### src/rtl/adder_input_sequencer_if.sv
// Bundle between the rotary/switch front end, the sequencer and the add/sub datapath.
// rot_event is a level: the sequencer reacts only to its rising edge; there is no valid/ready pair.
interface adder_input_sequencer_if;
  logic       rot_event;
  logic [3:0] inp;
  logic [6:0] res;
  logic       ovf;
  logic [6:0] a;
  logic [6:0] b;
  logic       operation;
  logic [4:0] led;
  logic       busy;
  logic       done;
  logic [3:0] step;

  modport master (
    input  rot_event, inp, res, ovf,
    output a, b, operation, led, busy, done, step
  );

  modport slave (
    output rot_event, inp, res, ovf,
    input  a, b, operation, led, busy, done, step
  );
endinterface

### src/rtl/adder_input_sequencer.sv
// Steps operand/operation capture, settle wait and result display, one rotary edge per step.
// Optional edge holdoff window is built only when ROT_HOLDOFF_EN is defined.
module adder_input_sequencer #(
    parameter int SETTLE_CYCLES = 4
`ifdef ROT_HOLDOFF_EN
    , parameter int HOLDOFF_CYCLES = 1000
`endif
) (
    input logic                      clk,
    input logic                      rst,
    adder_input_sequencer_if.master  bus
);

    typedef enum logic [3:0] {
        LOAD_A_LO = 4'd0,
        LOAD_A_HI = 4'd1,
        LOAD_B_LO = 4'd2,
        LOAD_B_HI = 4'd3,
        LOAD_OP   = 4'd4,
        SETTLE    = 4'd5,
        SHOW_LO   = 4'd6,
        SHOW_HI   = 4'd7
    } state_t;

    localparam int CW = (SETTLE_CYCLES > 1) ? $clog2(SETTLE_CYCLES) : 1;

    state_t         state_q, state_d;
    logic           prev_q;
    logic           rise;
    logic           edge_ok;
    logic [CW-1:0]  cnt_q;
    logic           settle_last;
    logic [6:0]     a_q, b_q, res_q;
    logic           op_q, ovf_q, done_q;

    assign rise        = bus.rot_event && !prev_q;
    assign settle_last = (cnt_q == CW'(SETTLE_CYCLES - 1));

`ifdef ROT_HOLDOFF_EN
    localparam int HW = $clog2(HOLDOFF_CYCLES + 1);
    logic [HW-1:0] hold_q;

    assign edge_ok = rise && (hold_q == '0);

    always_ff @(posedge clk) begin
        if (rst)
            hold_q <= '0;
        else if (edge_ok)
            hold_q <= HW'(HOLDOFF_CYCLES);
        else if (hold_q != '0)
            hold_q <= hold_q - 1'b1;
    end
`else
    assign edge_ok = rise;
`endif

    always_ff @(posedge clk) begin
        if (rst)
            state_q <= LOAD_A_LO;
        else
            state_q <= state_d;
    end

    always_comb begin
        state_d = state_q;
        case (state_q)
            LOAD_A_LO: if (edge_ok) state_d = LOAD_A_HI;
            LOAD_A_HI: if (edge_ok) state_d = LOAD_B_LO;
            LOAD_B_LO: if (edge_ok) state_d = LOAD_B_HI;
            LOAD_B_HI: if (edge_ok) state_d = LOAD_OP;
            LOAD_OP:   if (edge_ok) state_d = SETTLE;
            SETTLE:    if (settle_last) state_d = SHOW_LO;
            SHOW_LO:   if (edge_ok) state_d = SHOW_HI;
            SHOW_HI:   if (edge_ok) state_d = LOAD_A_LO;
            default:   state_d = LOAD_A_LO;
        endcase
    end

    // Datapath capture; edges arriving in SETTLE fall through every case and are dropped.
    always_ff @(posedge clk) begin
        if (rst) begin
            prev_q <= 1'b1;
            a_q    <= '0;
            b_q    <= '0;
            op_q   <= 1'b0;
            res_q  <= '0;
            ovf_q  <= 1'b0;
            cnt_q  <= '0;
            done_q <= 1'b0;
        end else begin
            prev_q <= bus.rot_event;
            done_q <= 1'b0;
            case (state_q)
                LOAD_A_LO: if (edge_ok) a_q[3:0] <= bus.inp;
                LOAD_A_HI: if (edge_ok) a_q[6:4] <= bus.inp[2:0];
                LOAD_B_LO: if (edge_ok) b_q[3:0] <= bus.inp;
                LOAD_B_HI: if (edge_ok) b_q[6:4] <= bus.inp[2:0];
                LOAD_OP: begin
                    if (edge_ok) begin
                        op_q  <= bus.inp[0];
                        cnt_q <= '0;
                    end
                end
                SETTLE: begin
                    cnt_q <= cnt_q + 1'b1;
                    if (settle_last) begin
                        res_q  <= bus.res;
                        ovf_q  <= bus.ovf;
                        done_q <= 1'b1;
                    end
                end
                default: ;
            endcase
        end
    end

    always_comb begin
        bus.busy = 1'b0;
        bus.led  = 5'b0;
        case (state_q)
            LOAD_A_LO, LOAD_A_HI, LOAD_B_LO, LOAD_B_HI, LOAD_OP:
                bus.led = {1'b0, bus.inp};
            SETTLE:  bus.busy = 1'b1;
            SHOW_LO: bus.led  = {ovf_q, res_q[3:0]};
            SHOW_HI: bus.led  = {ovf_q, 1'b0, res_q[6:4]};
            default: ;
        endcase
    end

    assign bus.a         = a_q;
    assign bus.b         = b_q;
    assign bus.operation = op_q;
    assign bus.done      = done_q;
    assign bus.step      = state_q;

endmodule

### src/flat_wrapper.sv
// flat-port wrapper written by rule: the top's interface ports become plain ports
module adder_input_sequencer_flat 
#(
    parameter int SETTLE_CYCLES = 4

)
  (clk, rst, bus_rot_event, bus_inp, bus_res, bus_ovf, bus_a, bus_b, bus_operation, bus_led, bus_busy, bus_done, bus_step);
  adder_input_sequencer_if bus_i ();
  input logic clk;
  input logic rst;
  input wire logic [$bits(bus_i.rot_event)-1:0] bus_rot_event;
  input wire logic [$bits(bus_i.inp)-1:0] bus_inp;
  input wire logic [$bits(bus_i.res)-1:0] bus_res;
  input wire logic [$bits(bus_i.ovf)-1:0] bus_ovf;
  output wire logic [$bits(bus_i.a)-1:0] bus_a;
  output wire logic [$bits(bus_i.b)-1:0] bus_b;
  output wire logic [$bits(bus_i.operation)-1:0] bus_operation;
  output wire logic [$bits(bus_i.led)-1:0] bus_led;
  output wire logic [$bits(bus_i.busy)-1:0] bus_busy;
  output wire logic [$bits(bus_i.done)-1:0] bus_done;
  output wire logic [$bits(bus_i.step)-1:0] bus_step;
  assign bus_i.rot_event = bus_rot_event;
  assign bus_i.inp = bus_inp;
  assign bus_i.res = bus_res;
  assign bus_i.ovf = bus_ovf;
  assign bus_a = bus_i.a;
  assign bus_b = bus_i.b;
  assign bus_operation = bus_i.operation;
  assign bus_led = bus_i.led;
  assign bus_busy = bus_i.busy;
  assign bus_done = bus_i.done;
  assign bus_step = bus_i.step;
  adder_input_sequencer #(.SETTLE_CYCLES(SETTLE_CYCLES)) u_core (.clk(clk), .rst(rst), .bus(bus_i));
endmodule
### config.mk
export PLATFORM = sky130hd
export DESIGN_NAME = adder_input_sequencer_flat
export DESIGN_NICKNAME = d
export VERILOG_FILES = /design/src/rtl/adder_input_sequencer_if.sv /design/src/rtl/adder_input_sequencer.sv /design/src/flat_wrapper.sv
export SDC_FILE = /design/constraint.sdc
export NUM_CORES = 1
export LEC_CHECK = 0
export CELL_PAD_IN_SITES_DETAIL_PLACEMENT = 1
export CELL_PAD_IN_SITES_GLOBAL_PLACEMENT = 2
export CORE_MARGIN = 5
export CORE_UTILIZATION = 26
export DETAILED_ROUTE_END_ITERATION = 10
export PLACE_DENSITY = 0.79
export SLEW_MARGIN = 25
export SYNTH_ARGS = -nofsm -noshare
export SYNTH_HDL_FRONTEND = slang
export SYNTH_SLANG_ARGS = --single-unit
### constraint.sdc
create_clock -name clk -period 1.7 [get_ports clk]
set_clock_uncertainty 0.1 [all_clocks]
set_input_delay 0.34 -clock clk [delete_from_list [all_inputs] [get_ports clk]]
set_output_delay 0.34 -clock clk [all_outputs]
set_load 0.01 [all_outputs]
Word level (Yosys, flattened, before mapping):

Cells that the tools add are included.

* $add $sub $neg: 1
* equality and inequality tests: 16
* mux-type cells: 14
* bitwise logic cells: 1
* reductions and logical operators: 14

Operators by type and width (count)
* $mux 4: 8
* $pmux 4 s8: 1
* $eq 4x3->1 const B: 4
* $ne 2x1->1 const B: 8
* $pmux 5 s3: 1
* $reduce_and 2->1: 7
* $eq 4x2->1 const B: 2
* $reduce_and 8->1: 1
* $reduce_or 5->1: 1
* $eq 4x1->1 const B: 1
* $logic_not 4->1: 1
* $pmux 2 s2: 1
* $add 2x1->2 const B: 1
* $eq 2x2->1 const B: 1
* $mux 1: 2
* $mux 2: 1
* $reduce_bool 2->1: 1
* $reduce_or 2->1: 1
* $logic_and 1x1->1: 1
* $logic_not 1->1: 1
* $not 1->1: 1

* flip-flop bits (word level): 31
* bits of input ports: 15
* output and inout bits: 26
* logic and storage cells: 57

Depth between registers and ports, before layout:

* word-level depth: 4
* mapped depth: 5
* gate-level depth less buffers: 4

Worst setup path after synthesis:

OpenSTA, ideal clock, no wires.

* path type: register to output
* from: reg u_core.state_q[0] (netlist: u_core.bus.step[0])
* to: out bus_led[0]
* arrival time: 1.157 ns
* data required time: 1.260 ns
* path slack: 0.103 ns
* cell stages (with the launch flop): 6
* path buffers: 2
* cell sequence: dfxtp_1 -> buf_6 -> buf_2 -> o21ai_0 -> nand2_1 -> o21ai_0

* word-level cells in the longest chain between the ends: 3
* elaborated cells between the ends (all ways): 9
* classes of those cells: 6 x eq/ne; 1 x mux; 2 x reduce/logical

RTL lines
* from (decl): line adder_input_sequencer.sv:27 `state_t state_q, state_d;`
* from (signal assigned): line adder_input_sequencer.sv:61 `state_q <= state_d;`
* $eq 4x1->1 (tied with other cells): line adder_input_sequencer.sv:120 `case (state_q)`
* $reduce_or 5->1: line adder_input_sequencer.sv:120
* $pmux 5 s3 *: line adder_input_sequencer.sv:120
* to (decl): line flat_wrapper.sv:18 `output wire logic [$bits(bus_i.led)-1:0] bus_led;`

Mark *: on every way between the ends. The rest lies on a longest branch, timed or not.

Worst setup path in the final report:

* from: reg u_core.state_q[0] (netlist: u_core.bus.step[0])
* to: out bus_led[2]

The elaborated chain is that of the path after synthesis.

==> results.sh <==
export IMPL_grt_pass1_vias=1308
export IMPL_io_pins=41
export IMPL_synth_area_um2=1330
export IMPL_dp_final_hpwl_um=2910
export IMPL_clk_pin_slew_ps=70
export IMPL_n_fill_cell=602
export IMPL_multi_input_area_um2=653
export IMPL_initial_core_util_pct=26.3
export IMPL_clk_path_buf_depth=2
export IMPL_postLayoutCellArea_um2=1990
export IMPL_drt_iter0_markers=37
export IMPL_die_area_um2=6620
export IMPL_synthCells=147
export IMPL_gp_congestion=0.749
export IMPL_period_needed_ps=1660
export IMPL_die_w_um=81.4
export IMPL_powerDensity_nw_per_um2=882
export IMPL_yosysWarningCount=0
export IMPL_final_util_pct=39.5
export IMPL_synth_cell_types=32
export IMPL_antenna_found_initial=0
export IMPL_hold_buffers=0
export IMPL_final_setup_viol_count=0
export IMPL_port_buffers=39
export IMPL_final_common_cell="nand2_1"
export IMPL_cp_arrival_ps=1220
export IMPL_synthesis_nets=163
export IMPL_tns_ps=0
export IMPL_numCtsBuffers=5
export IMPL_vias=1171
export IMPL_wl_per_cell_um=14.4
export IMPL_worstSkewPairLatency_ps=290
export IMPL_grt_pass1_wl_um=6330
export IMPL_cp_max_fo=5
export IMPL_period_share_pct=97.7
export IMPL_fin_nets=212
export IMPL_final_seq_area_um2=607
export IMPL_layout_cells_non_filler=267
export IMPL_hold_viol_final=0
export IMPL_holdCritPathClass="reg2reg"
export IMPL_tritoncts="done"
export IMPL_final_cell_mix="nand2_1 (42), clkdlybuf4s50_1 (30), dfxtp_1 (27), mux2i_1 (16)"
export IMPL_endpoint_kind="primary output"
export IMPL_rows=26
export IMPL_dp_cells=256
export IMPL_slew_violations=0
export IMPL_grt_max_degree=14
export IMPL_root_buffer="clkbuf_8"
export IMPL_postSynthAreaPerCell_um2=9.01
export IMPL_cap_violations=0
export IMPL_leakage_nw=0.834
export IMPL_max_freq_mhz=602
export IMPL_dr_pass1_iters=4
export IMPL_post_route_cells_drive_above_1_share_pct=23.9
export IMPL_antenna_cells=0
export IMPL_viasPerCell=4.39
export IMPL_required_ps=1260
export IMPL_coreArea_um2=5040
export IMPL_synth_seq_area_share_pct=45.3
export IMPL_status="finished, final reports clean"
export IMPL_syn2layout_area_growth_pct=50.4
export IMPL_start_kind="register"
export IMPL_drc=0
export IMPL_grt_usage_pct=12.8
export IMPL_irDropWorstVdd_mv=0.599
export IMPL_htreeDepth=2
export IMPL_die_y_um=81.4
export IMPL_grt_overflow=0
export IMPL_clock_sinks=30
export IMPL_worstSetupPathType="reg2out"
export IMPL_routed_wl_um=3830
export IMPL_route_antenna_remaining_nets=0
export IMPL_grt_setup_unrepaired="yes"
export IMPL_yosys_register_bits=30
export IMPL_place_area_um2=1810
-- per-stage QoR --
| step | hold WS (ps) | worst slack [ps] | total power [mW] |
|---|---|---|---|
| finish | 358 | 38.5 | 1.76 |
| global route | 390 | -3.36 | 1.82 |
| CTS | 361 | -8.32 | 1.78 |
| detailed placement | 351 | -293 | 0.864 |
| global placement | 340 | -304 | 0.861 |
| floorplan | 329 | 103 | 0.789 |
-- layout make-up --
| cell class | instances | share of cell area, % |
|---|---|---|
| Inverter | 2 | 0.377 |
| Clock inverter | 2 | 3.01 |
| Timing Repair Buffer | 55 | 24.9 |
| Clock buffer | 6 | 4.14 |
| Multi-Input combinational cell | 102 | 32.8 |
| Sequential cell | 30 | 30.4 |
| Tap cell | 70 | 4.39 |
-- critical path, cell delays in order (launching register included) --
cell     delay (ps)
dfxtp_4         370
buf_6           120
mux2i_2         230
o21ai_2          70
buf_2           140
-- sequential cells by signal, indices dropped and copies added, names as in the netlist --
name                  cells
u_core.ovf_q              1
u_core.res_q              7
u_core.bus.operation      1
u_core.bus.done           1
u_core.bus.b              7
u_core.bus.a              7
u_core.prev_q             1
u_core.cnt_q              2
u_core.bus.step           3
-- per-layer routing --
layer | GRT usage, % | up-vias | routed length, um
li1 | - | 592 | -
met1 | 13.9 | 541 | 1590
met2 | 22.2 | 32 | 1930
met3 | 5.21 | 6 | 261
met4 | 4.56 | 0 | 55
met5 | 0 | - | 0
-- cell usage after synthesis, drive strengths merged --
cell type,n,area [um^2]
nand2,42,158
or4,2,22.5
and3,1,6.26
nand4b,1,8.76
conb,1,3.75
nand3,1,5.00
o21ai,8,40.0
ha,1,12.5
buf,7,62.6
a21oi,11,55.1
o311ai,1,8.76
nor2,1,3.75
dfxtp,30,601
inv,2,7.50
nand2b,3,18.8
and2b,1,8.76
o211a,1,10.0
or2,1,6.26
o41ai,1,8.76
and3b,1,8.76
or3,1,6.26
nor4b,1,23.8
o221a,1,11.3
nor3,1,5.00
a31o,1,8.76
mux2i,18,180
clkbuf,6,23.8
and4b,1,10.0
-- power by group --
group | switching, mW | internal (mW)
combinational | 0.0617 | 0.0721
clock | 0.286 | 0.625
sequential | 0.00498 | 0.709
-- repair_timing --
action	CTS	global route
buffers inserted	2	1
hold endpoints to repair	0	0
gates resized for setup	33	14
setup endpoints to repair	9	6
cloned	0	0
pin swaps	0	1
-- logic make-up after synthesis --
group | after synthesis | share of synthesized area [%]
AO/OA/AOI/OAI | 24 | 10.8
adder cells (fa/ha/maj) | 1 | 0.944
buffers and inverters | 15 | 7.08
flip-flops | 30 | 45.3
multiplexers | 18 | 13.6
other | 1 | 0.283
AND/OR/NAND/NOR | 58 | 22.0
-- final timing paths --
check / start / endpoint / slack (ps) / cells after the start
worst min register to register: u_core.bus.b[2] / u_core.bus.b[2] / 360 / 2
worst max-delay path: u_core.bus.step[0] / bus_led[2] / 40 / 4
worst min-delay path: u_core.bus.b[2] / u_core.bus.b[2] / 360 / 2
worst max register to register: u_core.bus.step[0] / u_core.bus.a[4] / 100 / 5
Note: power is estimated with default switching activity, not from simulation.
